<file path="config.mk">
export PLATFORM = sky130hd
export DESIGN_NAME = uart_rx
export DESIGN_NICKNAME = d
export VERILOG_FILES = /design/src/rtl/uart_rx.sv
export SDC_FILE = /design/constraint.sdc
export NUM_CORES = 1
export LEC_CHECK = 0
export BUFFER_PORTS_ARGS = -buffer_cell sky130_fd_sc_hd__buf_2
export CAP_MARGIN = 20
export CORE_AREA = 2 2 76 78
export DETAILED_ROUTE_END_ITERATION = 10
export DIE_AREA = 0 0 78 80
export PLACE_DENSITY = 0.53
export SETUP_SLACK_MARGIN = 0.05
export SKIP_LAST_GASP = 1
export SYNTH_ARGS = -nofsm -noshare
export SYNTH_HDL_FRONTEND = slang
export SYNTH_SLANG_ARGS = --single-unit
</file>
<file path="constraint.sdc">
create_clock -name clk -period 2.01 [get_ports clk]
set_input_delay 0.5025 -clock clk [delete_from_list [all_inputs] [get_ports clk]]
set_output_delay 0.5025 -clock clk [all_outputs]
set_load 0.01 [all_outputs]
</file>
<file path="src/rtl/uart_rx.sv">
// 8N1 UART receiver: synchronises rx_pin, qualifies the start bit, samples each
// bit at its centre and hands the byte out on a valid/ready pair.
module uart_rx #(
    parameter int CLK_FRE   = 40,
    parameter int BAUD_RATE = 115200
) (
    input  logic       clk,
    input  logic       rst_n,
    input  logic       rx_pin,
    output logic [7:0] rx_data,
    output logic       rx_data_valid,
    input  logic       rx_data_ready,
    output logic       rx_frame_error,
    output logic       rx_overrun,
    output logic [1:0] dbg_state_o
);

    localparam int CYCLE = CLK_FRE * 1000000 / BAUD_RATE;
    localparam int HALF  = CYCLE / 2;
    localparam logic [15:0] HALF_M1  = 16'(HALF - 1);
    localparam logic [15:0] CYCLE_M1 = 16'(CYCLE - 1);

    typedef enum logic [1:0] {
        S_IDLE  = 2'd0,
        S_START = 2'd1,
        S_DATA  = 2'd2,
        S_STOP  = 2'd3
    } state_t;

    state_t      state_q;
    logic        rx_s1_q, rx_s_q, rx_d_q;
    logic [15:0] cycle_cnt_q;
    logic [2:0]  bit_cnt_q;
    logic [7:0]  shift_q;
    logic [7:0]  rx_data_q;
    logic        rx_valid_q;
    logic        frame_err_q;
    logic        overrun_q;
    logic        fall_edge;

    assign fall_edge = rx_d_q & ~rx_s_q;

    // Handshake: a byte is transferred on any clock edge where rx_data_valid and
    // rx_data_ready are both high; valid then drops unless a new byte lands the same cycle.
    always_ff @(posedge clk or negedge rst_n) begin
        if (!rst_n) begin
            state_q     <= S_IDLE;
            rx_s1_q     <= 1'b1;
            rx_s_q      <= 1'b1;
            rx_d_q      <= 1'b1;
            cycle_cnt_q <= '0;
            bit_cnt_q   <= '0;
            shift_q     <= '0;
            rx_data_q   <= '0;
            rx_valid_q  <= 1'b0;
            frame_err_q <= 1'b0;
            overrun_q   <= 1'b0;
        end else begin
            rx_s1_q     <= rx_pin;
            rx_s_q      <= rx_s1_q;
            rx_d_q      <= rx_s_q;
            frame_err_q <= 1'b0;
            overrun_q   <= 1'b0;
            cycle_cnt_q <= cycle_cnt_q + 16'd1;
            if (rx_valid_q && rx_data_ready) begin
                rx_valid_q <= 1'b0;
            end
            case (state_q)
                S_IDLE: begin
                    if (fall_edge) begin
                        state_q     <= S_START;
                        cycle_cnt_q <= '0;
                    end
                end
                S_START: begin
                    // A line that is high again at mid-start was only a glitch.
                    if (cycle_cnt_q == HALF_M1 && rx_s_q) begin
                        state_q     <= S_IDLE;
                        cycle_cnt_q <= '0;
                    end else if (cycle_cnt_q == CYCLE_M1) begin
                        state_q     <= S_DATA;
                        cycle_cnt_q <= '0;
                    end
                end
                S_DATA: begin
                    if (cycle_cnt_q == HALF_M1) begin
                        shift_q[bit_cnt_q] <= rx_s_q;
                    end
                    if (cycle_cnt_q == CYCLE_M1) begin
                        cycle_cnt_q <= '0;
                        if (bit_cnt_q == 3'd7) begin
                            state_q   <= S_STOP;
                            bit_cnt_q <= '0;
                        end else begin
                            bit_cnt_q <= bit_cnt_q + 3'd1;
                        end
                    end
                end
                S_STOP: begin
                    // Leaving at mid-stop lets a zero-gap next start edge be caught.
                    if (cycle_cnt_q == HALF_M1) begin
                        state_q     <= S_IDLE;
                        cycle_cnt_q <= '0;
                        if (rx_s_q) begin
                            rx_data_q  <= shift_q;
                            rx_valid_q <= 1'b1;
                            overrun_q  <= rx_valid_q & ~rx_data_ready;
                        end else begin
                            frame_err_q <= 1'b1;
                        end
                    end
                end
                default: begin
                    state_q     <= S_IDLE;
                    cycle_cnt_q <= '0;
                end
            endcase
        end
    end

    assign rx_data        = rx_data_q;
    assign rx_data_valid  = rx_valid_q;
    assign rx_frame_error = frame_err_q;
    assign rx_overrun     = overrun_q;
    assign dbg_state_o    = state_q;

endmodule

</file>
# ---- After elaboration in Yosys (flattened, before gate mapping)
# Cells that the tools add are included.
dict set report word_totals {
  ff_bits 43
  latch_bits 0
  mem_bits_rw 0
  romBits 0
  input_bits 4
  output_inout_bits 13
  elab_cells 64
  n_memories 0
}
dict set report op_classes {
  n_addsub 2
  mul 0
  div 0
  order_cmp 2
  n_eq_ne 11
  shift 0
  muxes 26
  bitwise 4
  n_reduce_logical 8
}
# operator count
set op_table {}
lappend op_table {{16-bit 2-to-1 mux} 4}
lappend op_table {{16-bit one-hot mux with 4 select lines} 1}
lappend op_table {{16-bit by 1-bit adder with 16-bit output (second input constant)} 1}
lappend op_table {{16-bit by 8-bit == test with 1-bit output (second input constant)} 1}
lappend op_table {{16-bit by 9-bit == test with 1-bit output (second input constant)} 1}
lappend op_table {{2-bit 2-to-1 mux} 6}
lappend op_table {{1-bit 2-to-1 mux} 11}
lappend op_table {{8-bit bitwise mux} 1}
lappend op_table {{2-bit != test (second input constant)} 4}
lappend op_table {{2-bit one-hot mux with 4 select lines} 1}
lappend op_table {{5-bit AND reduction} 1}
lappend op_table {{2-bit == test (second input constant)} 2}
lappend op_table {{3-bit by 4-bit < comparator with 1-bit output (second input constant)} 1}
lappend op_table {{2-bit AND reduction} 2}
lappend op_table {{3-bit by 1-bit adder with 3-bit output (second input constant)} 1}
lappend op_table {{1-bit demux with 3-bit select} 1}
lappend op_table {{3-bit == test (second input constant)} 1}
lappend op_table {{3-bit by 1-bit >= comparator with 1-bit output (second input constant)} 1}
lappend op_table {{1-bit logical AND} 3}
lappend op_table {{3-bit 2-to-1 mux} 1}
lappend op_table {{3-bit != test (second input constant)} 1}
lappend op_table {{3-bit AND reduction} 1}
lappend op_table {{1-bit AND} 2}
lappend op_table {{2-bit by 1-bit == test with 1-bit output (second input constant)} 1}
lappend op_table {{other kinds (2)} 3}

# ---- Depth between registers and ports, before layout
dict set report depth {
  word_depth 5
  ltp_mapped 7
  mapped_depth_nobuf 6
}

# ---- Worst setup path before layout
# OpenSTA, ideal clock, no wires.
dict set report synth_path {
  kind {register -> register}
  from {register cycle_cnt_q[0]}
  to {register rx_data_q[0] (netlist: rx_data[0])}
  setup_ns 0.125
  arrival_time_ns 1.638
  path_slack_ns 0.248
  path_stages_with_launch 7
  path_buffers 0
  path_cell_list {dfrtp_1 inv_1 ha_1 and4b_1 nand4_2 nor2_4 mux2_2}
}
dict set report synth_between {
  elab_chain_cells 2
}
# item line_no
set synth_rtl {}
lappend synth_rtl {{from (decl)} 32} ;# logic [15:0] cycle_cnt_q;
lappend synth_rtl {{from (signal assigned)} 64} ;# cycle_cnt_q <= cycle_cnt_q + 16'd1;
lappend synth_rtl {{16-bit by 8-bit == test with 1-bit output} 101} ;# if (cycle_cnt_q == HALF_M1) begin
lappend synth_rtl {{3-bit AND reduction (no source line)} n/a}
lappend synth_rtl {{to (signal assigned)} 105} ;# rx_data_q <= shift_q;
lappend synth_rtl {{to (decl)} 35} ;# logic [7:0] rx_data_q;
# No other way between the ends.
# A chain may end at the register's enable or synchronous reset.

# ---- Worst setup path after layout
dict set report layout_path {
  from {register cycle_cnt_q[6]}
  to {register bit_cnt_q[1]}
}
dict set report layout_between {
  elab_chain_cells 2
}
# item line_no
set layout_rtl {}
lappend layout_rtl {{16-bit by 9-bit == test with 1-bit output} 89} ;# if (cycle_cnt_q == CYCLE_M1) begin
lappend layout_rtl {{2-bit AND reduction (no source line)} n/a}
lappend layout_rtl {{to (signal assigned)} 95} ;# bit_cnt_q <= bit_cnt_q + 3'd1;
lappend layout_rtl {{to (decl)} 33} ;# logic [2:0] bit_cnt_q;
# No other way between the ends.

==> impl_metrics.env <==
export IMPL_arrival_ns=2.10
export IMPL_dr_pass1_iters=4
export IMPL_port_buffers=16
export IMPL_fin_crit_ns=1.914
export IMPL_r2r_end="bit_cnt_q[1]"
export IMPL_cts_buffer_depth=2
export IMPL_cts_sinks=43
export IMPL_power_density_nw_per_um2=829.8
export IMPL_clk_insertion_delay_late_ns=0.30
export IMPL_fin_setup_tns_ns=0
export IMPL_drc=0
export IMPL_row_count=27
export IMPL_crit_path_top_delay_cell="nor4bb_1"
export IMPL_fin_crit_sh_pct=95.22
export IMPL_grt_use_total_pct=15.34
export IMPL_ys_warnings_count=0
export IMPL_ctsRootBufferMaster="clkbuf_8"
export IMPL_routed_via_count=1560
export IMPL_cts_tree="yes"
export IMPL_syn_avg_cell_area_um2=11.20
export IMPL_wl_um=4412
export IMPL_cp_start_kind="flip-flop"
export IMPL_critPathMaxStageDelay_ns=0.49
export IMPL_critPathRequiredTime_ns=2.20
export IMPL_skew_ns=0.01014
export IMPL_die_h_um=80
export IMPL_startpoint="cycle_cnt_q[6]"
export IMPL_yosysSeqAreaShare_pct=50.73
export IMPL_synth_cell_types=44
export IMPL_synth_edf_count=0
export IMPL_yosysTopAreaCell="dfrtp_1"
export IMPL_hold_buffers=0
export IMPL_synth_top_area_share_pct=47.03
export IMPL_hold_viol=0
export IMPL_synthTopCellsByArea="dfrtp_1 (47%), mux2_2 (4.8%), nor3_1 (4.2%)"
export IMPL_ys_ff_latch=43
export IMPL_final_util_pct=45.35
export IMPL_crit_type="reg2reg"
export IMPL_postSynth_asyncResetShare_pct=100.0
export IMPL_end_kind="flip-flop"
export IMPL_relSlewSlack_pct=64.29
export IMPL_endpoint="bit_cnt_q[1]"
export IMPL_drive_gt1_share_pct=25.12
export IMPL_status="finished, final reports clean"
export IMPL_finalPower_mw=2.034
export IMPL_wl_per_cell_um=15.37
export IMPL_grt_max_degree=24
export IMPL_ir_drop_mv=0.5746
export IMPL_rr_startpoint="cycle_cnt_q[6]"
export IMPL_grt_pass1_vias=1542
export IMPL_gp_congestion=0.7465
export IMPL_die_w_um=78
export IMPL_gr_total_overflow=0
export IMPL_worstPathCellList="nor4bb_1 -> nand4_1 -> nor2_1 -> mux2_2"
export IMPL_hp_class="in2async"
export IMPL_hpwl_um=3180
export IMPL_area_growth_syn_to_layout_pct=15.17
export IMPL_cts_clk_slew_worst_paths_ns=0.08
export IMPL_htree_levels=2
export IMPL_vias_per_cell=5.436
export IMPL_syn_area_um2=2128
export IMPL_fmax_ghz=0.5225
export IMPL_nets=223
export IMPL_drt_iter0_drc=106
export IMPL_leakagePower_nw=1.122
export IMPL_numCtsBuffers=5
export IMPL_coreArea_um2=5405
export IMPL_initial_core_util_pct=39.37
export IMPL_n_antenna_cell=0
export IMPL_synth_cells=190
export IMPL_grt_first_pass_wirelength_um=7431
export IMPL_syn_nets=199
export IMPL_fillerInstances=519
export IMPL_setup_ws_ns=0.09617
export IMPL_finalSetupViolCount=0
export IMPL_cp_max_fo=8
export IMPL_maxSlewViolCount=0
export IMPL_antenna_found_initial=0
export IMPL_r2r_cells=4
export IMPL_tightest_slew_ns=0.5356
export IMPL_rrSetupSlack_ns=0.1
export IMPL_die_area_um2=6240
export IMPL_drv_cap=0
export IMPL_synth_main_ff_cell="dfrtp_1"
export IMPL_postRouteAntennaNets=0
export IMPL_ios=17
export IMPL_dp_worst_setup_slack_ns=0.1424
Yosys cell counts (5+ instances only):
master	instances
dfrtp_1	40
ha_1	5
inv_1	6
mux2_2	9
nand2_1	10
nand4_1	11
nor3_1	18
o21ai_0	11
o31ai_1	8
xnor2_1	6
xor2_1	7
state kept, by name, summed over array words and instances, names as in the netlist, named ones only:
register        count
dbg_state_o         1
rx_d_q              1
shift_q             8
rx_overrun          1
cycle_cnt_q        16
rx_s_q              1
rx_data             8
rx_s1_q             1
rx_data_valid       1
rx_frame_error      1
bit_cnt_q           3
cell families after synthesis:
family / after synthesis / synth area share (%)
xor+xnor: 13 / 5.350
flops: 43 / 50.74
buf+inv: 15 / 3.527
fa+ha+maj: 5 / 2.939
simple gates: 78 / 24.28
compound gates: 26 / 7.878
mux: 10 / 5.291
per-layer routing:
metal	vias up	track usage, %	wire (µm)	part of all wire (%)
met5	-	0	0	0
li1	751	-	-	-
met1	771	19.22	1951	44
met3	7	3.507	166	3.8
met2	31	26.03	2230	51
met4	0	5.439	63	1.4
final cells by class:
class / count / area [µm²] / area share, %
timing repair buffer: 26 / 167.7 / 6.840
sequential: 43 / 1080 / 44.05
clock buffer: 6 / 82.58 / 3.369
tap: 72 / 90.09 / 3.675
inverter: 6 / 22.52 / 0.9188
clock inverter: 2 / 35.03 / 1.429
multi-input combinational: 132 / 973.4 / 39.71
what timing repair did:
item | 4_1_cts | 5_1_grt
gates resized for setup | 0 | 0
setup buffers | 0 | 3
setup endpoints to repair | 0 | 11
worst min path at each step:
stage | start | to | cells after the start
after floorplan | rst_n | asynchronous set/reset pin | 0
after global placement | rx_s1_q | rx_s_q | 0
after detailed placement | rx_s1_q | rx_s_q | 0
after CTS | rst_n | rx_data[7] | 1
after global routing | rst_n | rx_data[0] | 1
final | rst_n | rx_data[7] | 1
per-stage QoR:
stage	cell area, µm²	std cells	hold slack (ns)
final	2451	287	0.1721
after global routing	2451	287	0.2175
after CTS	2429	284	0.1984
after detailed placement	2311	276	0.3495
after global placement	2311	276	0.3453
after floorplan	2128	190	0.2069
worst max-delay path: cells and delay by family, from the launching register on:
family        cells  cell delay, ns
flops             1            0.47
simple gates      3            0.97
mux               1            0.36
power by group:
group / internal, mW / leakage, nW / total [mW] / switching, mW
sequential: 0.937 / 0.571 / 1.05 / 0.110
clock: 0.402 / 0.0612 / 0.697 / 0.295
combinational: 0.134 / 0.490 / 0.290 / 0.156
total: 1.47 / 1.12 / 2.03 / 0.561
layout by cell type, fill, tap and decap left out, drive strengths merged, types with 5 or more instances in the layout:
cell | netlist | final
ha | 5 | 5
mux2 | 10 | 10
inv | 6 | 6
xor2 | 7 | 7
dfrtp | 40 | 40
nand4 | 12 | 12
xnor2 | 6 | 6
o21ai | 11 | 11
nor3 | 18 | 18
clkbuf | 3 | 6
o31ai | 8 | 8
nand2 | 10 | 10
nand3 | 5 | 5
buf | 6 | 26
No activity file was read; power rests on OpenSTA's default activity.
